--- src/rtl/pipe_ctrl.sv ---
// Pipeline hazard controller: bus-wait stalls with timeout, branch redirect
// flushes and load-use bubble insertion, plus a saturating stall counter.
module pipe_ctrl #(
  parameter int unsigned TIMEOUT = 64
) (
  input  logic        clk,
  input  logic        rst,
  input  logic        jump_en_i,
  input  logic [31:0] jump_addr_i,
  input  logic        ex_load_i,
  input  logic [4:0]  ex_rd_addr_i,
  input  logic [4:0]  id_rs1_addr_i,
  input  logic [4:0]  id_rs2_addr_i,
  input  logic        id_rs1_used_i,
  input  logic        id_rs2_used_i,
  input  logic        mem_req_i,
  input  logic        mem_ack_i,
  output logic        pc_stall_o,
  output logic        pc_load_o,
  output logic [31:0] pc_target_o,
  output logic        if_id_stall_o,
  output logic        id_ex_stall_o,
  output logic        if_id_flush_o,
  output logic        id_ex_flush_o,
  output logic        ex_stall_o,
  output logic        bus_err_o,
  output logic [31:0] stall_cnt_o
);

  localparam int unsigned WCNT_W = 8;
  localparam int unsigned CNT_W  = 32;

  localparam logic [0:0] RUN      = 1'b0;
  localparam logic [0:0] BUS_WAIT = 1'b1;

  logic [0:0]        state, state_nxt;
  logic [WCNT_W-1:0] wcnt, wcnt_nxt;
  logic              bus_err_nxt;
  logic              load_use_c;

  // Load-use: a load in ex writes a register the id instruction reads.
  always_comb begin
    load_use_c = 1'b0;
    if (ex_load_i && (ex_rd_addr_i != 5'd0)) begin
      load_use_c = (id_rs1_used_i && (id_rs1_addr_i == ex_rd_addr_i)) ||
                   (id_rs2_used_i && (id_rs2_addr_i == ex_rd_addr_i));
    end
  end

  always_ff @(posedge clk) begin
    if (rst) begin
      state     <= RUN;
      wcnt      <= '0;
      bus_err_o <= 1'b0;
    end else begin
      state     <= state_nxt;
      wcnt      <= wcnt_nxt;
      bus_err_o <= bus_err_nxt;
    end
  end

  // Next state and pipeline controls; priority is bus wait > jump > load-use.
  always_comb begin
    state_nxt     = state;
    wcnt_nxt      = wcnt;
    bus_err_nxt   = bus_err_o;
    pc_stall_o    = 1'b0;
    pc_load_o     = 1'b0;
    pc_target_o   = '0;
    if_id_stall_o = 1'b0;
    id_ex_stall_o = 1'b0;
    if_id_flush_o = 1'b0;
    id_ex_flush_o = 1'b0;
    ex_stall_o    = 1'b0;
    if (!rst) begin
      case (state)
        RUN: begin
          if (mem_req_i && !mem_ack_i) begin
            pc_stall_o    = 1'b1;
            if_id_stall_o = 1'b1;
            id_ex_stall_o = 1'b1;
            ex_stall_o    = 1'b1;
            state_nxt     = BUS_WAIT;
            wcnt_nxt      = WCNT_W'(1);
          end else if (jump_en_i) begin
            pc_load_o     = 1'b1;
            pc_target_o   = jump_addr_i;
            if_id_flush_o = 1'b1;
            id_ex_flush_o = 1'b1;
          end else if (load_use_c) begin
            pc_stall_o    = 1'b1;
            if_id_stall_o = 1'b1;
            id_ex_flush_o = 1'b1;
          end
        end
        BUS_WAIT: begin
          pc_stall_o    = 1'b1;
          if_id_stall_o = 1'b1;
          id_ex_stall_o = 1'b1;
          ex_stall_o    = 1'b1;
          if (mem_ack_i) begin
            state_nxt = RUN;
            wcnt_nxt  = '0;
          end else if (wcnt == WCNT_W'(TIMEOUT)) begin
            // Give up on the access; the error stays flagged until reset.
            bus_err_nxt = 1'b1;
            state_nxt   = RUN;
            wcnt_nxt    = '0;
          end else begin
            wcnt_nxt = wcnt + WCNT_W'(1);
          end
        end
        default: begin
          state_nxt = RUN;
          wcnt_nxt  = '0;
        end
      endcase
    end
  end

  // Saturating count of cycles with the PC frozen.
  always_ff @(posedge clk) begin
    if (rst) begin
      stall_cnt_o <= '0;
    end else if (pc_stall_o && (stall_cnt_o != {CNT_W{1'b1}})) begin
      stall_cnt_o <= stall_cnt_o + CNT_W'(1);
    end
  end

endmodule

--- config.mk ---
export PLATFORM = sky130hd
export DESIGN_NAME = pipe_ctrl
export DESIGN_NICKNAME = d
export VERILOG_FILES = /design/src/rtl/pipe_ctrl.sv
export SDC_FILE = /design/constraint.sdc
export NUM_CORES = 1
export LEC_CHECK = 0
export CAP_MARGIN = 15
export CORE_MARGIN = 8
export CORE_UTILIZATION = 44
export CTS_CLUSTER_SIZE = 40
export DETAILED_ROUTE_END_ITERATION = 7
export PLACE_DENSITY = 0.86
export SLEW_MARGIN = 20
export SYNTH_ARGS = -nofsm -noshare
export SYNTH_HDL_FRONTEND = slang
export SYNTH_SLANG_ARGS = --single-unit
--- constraint.sdc ---
create_clock -name clk -period 7.2 [get_ports clk]
set_clock_uncertainty 0.15 [all_clocks]
set_input_delay 1.8 -clock clk [delete_from_list [all_inputs] [get_ports clk]]
set_output_delay 1.8 -clock clk [all_outputs]
set_load 0.02 [all_outputs]
==> results of run 1 <==
## routing by layer
| metal | vias up | routed length (um) | share of wire [%] | track usage, % |
|---|---|---|---|---|
| met5 | - | 0 | 0 | 0 |
| met4 | 0 | 112 | 1.3 | 4.43 |
| met3 | 10 | 984 | 11 | 8.73 |
| met2 | 127 | 4510 | 52 | 36.4 |
| met1 | 1389 | 3100 | 36 | 18.8 |
| li1 | 1439 | - | - | - |
## placed cells by master, fill, tap and decap left out, drive strengths merged, types with 2 or more instances in the layout
| cell type | synthesis | routed |
|---|---|---|
| a21oi | 25 | 25 |
| and2 | 38 | 38 |
| and3 | 9 | 9 |
| and4 | 6 | 6 |
| buf | 12 | 2 |
| bufinv | 0 | 2 |
| clkbuf | 9 | 6 |
| clkdlybuf4s50 | 0 | 126 |
| dfxtp | 42 | 42 |
| ha | 3 | 3 |
| inv | 5 | 5 |
| mux2 | 3 | 3 |
| nand2 | 21 | 21 |
| nand3 | 18 | 18 |
| nand4 | 16 | 16 |
| nor2 | 21 | 21 |
| nor2b | 4 | 4 |
| nor3 | 5 | 5 |
| nor3b | 2 | 2 |
| o21ai | 10 | 10 |
| o311ai | 5 | 5 |
| o31ai | 17 | 17 |
| o41ai | 2 | 2 |
| or3 | 5 | 5 |
| or4 | 20 | 20 |
| xnor2 | 12 | 12 |
| xor2 | 3 | 3 |
## power breakdown
| part | leakage [nW] | internal (mW) | switching, mW |
|---|---|---|---|
| clock | 0.0714 | 0.148 | 0.0839 |
| combinational | 0.947 | 0.0530 | 0.0439 |
| sequential | 0.339 | 0.233 | 0.00175 |
| total | 1.36 | 0.434 | 0.130 |
## through the flow
stage / cells / hold slack [ps] / setup WS, ps
4_1_cts: 516 / 336 / 798
5_1_grt: 516 / 380 / 545
6_report: 516 / 335 / 810
2_1_floorplan: 326 / 307 / 2090
3_3_place_gp: 508 / 319 / 862
3_5_place_dp: 508 / 318 / 805
## layout make-up
type                       instances  share of cell area [%]
clock buffer                       6                    2.05
clock inverter                     2                    1.49
inverter                           5                   0.466
multi-input combinational        258                    41.1
sequential                        42                    20.9
tap                               75                    2.33
timing repair buffer             128                    31.7
## cells by family after synthesis
group / Yosys count / synth area share [%]
buffers and inverters: 26 / 5.58
muxes: 4 / 2.08
DFF: 42 / 31.8
xor gates and xnor gates: 15 / 4.97
adders and majority gates: 3 / 1.42
AOI/OAI and AO/OA: 68 / 17.2
and+or+nand+nor: 168 / 36.9
## worst paths after layout
check	to	depth (start not counted)
min	bus_err_o	2
max reg2reg	stall_cnt_o[30]	6
max	pc_target_o[10]	6
min reg2reg	bus_err_o	2
## tightest hold or removal path: cells and delay by family, from the launching register on
| family | cells | cell delay [ps] |
|---|---|---|
| compound gates | 1 | 50 |
| simple gates | 1 | 70 |
| flops | 1 | 330 |
## synth_stat cells (all sizes together), types with 2 or more instances
cell type   n
nand4      16
and3        9
o21ai      10
nor2       21
xor2        3
clkbuf      9
mux2        3
xnor2      12
a21oi      25
or4        20
nor2b       4
nand3      18
nor3b       2
and2       38
o41ai       2
ha          3
nand2      21
and4        6
nor3        5
or3         5
inv         5
o31ai      17
o311ai      5
buf        12
dfxtp      42
## sequential cells by signal, indices dropped and copies added, names as in the netlist
signal       cells
state            1
stall_cnt_o     32
bus_err_o        1
wcnt             8
==> PnR_summary.wiki, run 1 <==
{| class="wikitable"
! Metric !! Value
|-
| Class of the worst hold path || flop to flop
|-
| Die width || approximately 94 um
|-
| Mapped Avg Cell Area || between 8 and 9 sq um
|-
| Total of flip-flops plus latches after synthesis || 42
|-
| Max-Slew Margin vs Limit || between 30 and 40%
|-
| RSZ-0062 raised after global routing || false
|-
| Final number of hold-violating endpoints || 0
|-
| DP HPWL || just under 7000 um
|-
| Sinks on Clock Net || 42
|-
| Dominant cells by area after synthesis || dfxtp_1 (32%), and2_1 (8.8%), or4_1 (5.7%), o31ai_1 (4.8%), a21oi_1 (4.5%)
|-
| Outcome || finished, final reports clean
|-
| Cell mode on critical path || clkdlybuf4s50_1
|-
| Buffer depth of the longest clock path || 2
|-
| Combined flip-flop and latch cell area || 841 sq um
|-
| Filler instances || 460
|-
| Leakage power || between 1 and 1.5 nW
|-
| Category of the worst setup path capture point || output pin
|-
| Post-route ant nets || 0
|-
| Critical path data required time || ~5300 ps
|-
| Pin count of the biggest net entering global routing || 54
|-
| Clock period minus worst slack || 6390 ps
|-
| Most instantiated flip-flop cell in the synthesis netlist || dfxtp_1
|-
| Area growth from synthesis to layout || 52.3%
|-
| Min-delay src || bus_err_o
|-
| Ordered cell list for the critical path || clkdlybuf4s50_1 > inv_2 > a21oi_1 > and3_1 > and2_1 > clkdlybuf4s50_1
|-
| Origin of the worst setup path || mem_ack_i
|-
| Largest fanout of any net on the critical path || 34
|-
| Average detailed-routed wire length per instance || approximately 17 um
|-
| # IOs || about 130
|-
| TritonCTS clock tree || done
|-
| CP Data Arrival Time || roughly 4400 ps
|-
| Hold buffers post-CTS || 0
|-
| Global-route usage over all layers || about a fifth
|-
| Clk pin slew, worst setup/hold paths || roughly 80 ps
|-
| Warning count from the yosys run || 0
|-
| Final GP Congestion || around 0.83
|-
| CTS H-Tree Depth || 2
|-
| Pwr Density || 140 nW/um^2
|-
| Family with the most delay on the worst path || buffers and inverters
|-
| Vias per cell || ~5.7
|-
| Peak ir drop on the vdd network || 0.0815 mV
|-
| Fin nets || between 400 and 500
|-
| Cell area after layout || between 4000 and 5000 sq um
|-
| Port Buf Inserts || approximately 130
|-
| Critical-path cell with the highest stage delay || and3_1
|-
| Final Cycle Share || about nine tenths
|-
| Number of DRC violations after detailed-routing iteration 0 || between 150 and 200
|-
| Number of vias after detailed routing || roughly 3000
|-
| Number of global-route vias before repair || 2871
|-
| Buffering stage count on the worst path with inverters included || 3
|-
| Number of setup buffers added after CTS || 0
|-
| Root buffer selected by CTS || clkbuf_8
|-
| Area of the multi-input gates || 1660 sq um
|-
| Post-detailed-placement cell area || between 3000 and 4000 sq um
|-
| Number of buffers added by the clock tree synthesis step || 5
|-
| Overall Power || 0.564 mW
|-
| Max-cap violation count || 0
|-
| Core box area || 5850 sq um
|-
| Cell count after synthesis || between 300 and 400
|-
| Syn Nets || between 300 and 400
|-
| First-pass iteration count of the detailed router || 4
|-
| Antenna violations before repair || 0
|-
| Share of synthesized flip-flops with an asynchronous set or reset || 0%
|-
| Number of different library cells in the post-synthesis netlist || 48
|-
| Number of enable-type register cells in the synthesized netlist || 0
|-
| Reg-to-reg startpoint || stall_cnt_o[0]
|-
| Max Freq || about 160 MHz
|-
| Starting Density || roughly 45%
|-
| Sum Neg Setup Slack || 0 ps
|-
| Std-Cell Rows || 28
|-
| Total routed wirelength || between 8000 and 9000 um
|-
| Fraction of layout cells with a size suffix above 1 || 4.76%
|-
| Largest incremental delay on the critical path || 740 ps
|-
| Cell Area, Synth || 2640 sq um
|-
| Seq/Total Area, Yosys || approximately a third
|-
| Post-layout util || 68.8%
|-
| Launching element type of the critical path || primary input
|-
| Class of the most critical setup path || primary input to output pin
|-
| Global-route wire length before repair || around 14000 um
|-
| Count of instances resized after the clock tree is built || 0
|-
| Cell type with the largest total area after synthesis || dfxtp_1
|-
| Clock latency on the worst-skew pair || around 300 ps
|-
| Register-to-register path setup slack || 4520 ps
|-
| Die ar. || 8750 sq um
|-
| Overflow after GRT || 0
|-
| Tightest Pin Transition || about 960 ps
|-
| Die height || just over 90 um
|-
| Antenna Diode Count || 0
|-
| Setup-failing EPs final || 0
|-
| Fraction of post-synthesis cell area in the top cell type by area || a little under a third
|-
| Final number of max-transition violations || 0
|-
| Residual DRC || 0
|}
No activity file was read; power rests on OpenSTA's default activity.
==> inputs of run 2 (changes only) <==
- SETUP_SLACK_MARGIN: not set -> 0.05
==> results of run 2 <==
Final layout, timing and power as in run 1 (identical DEF).
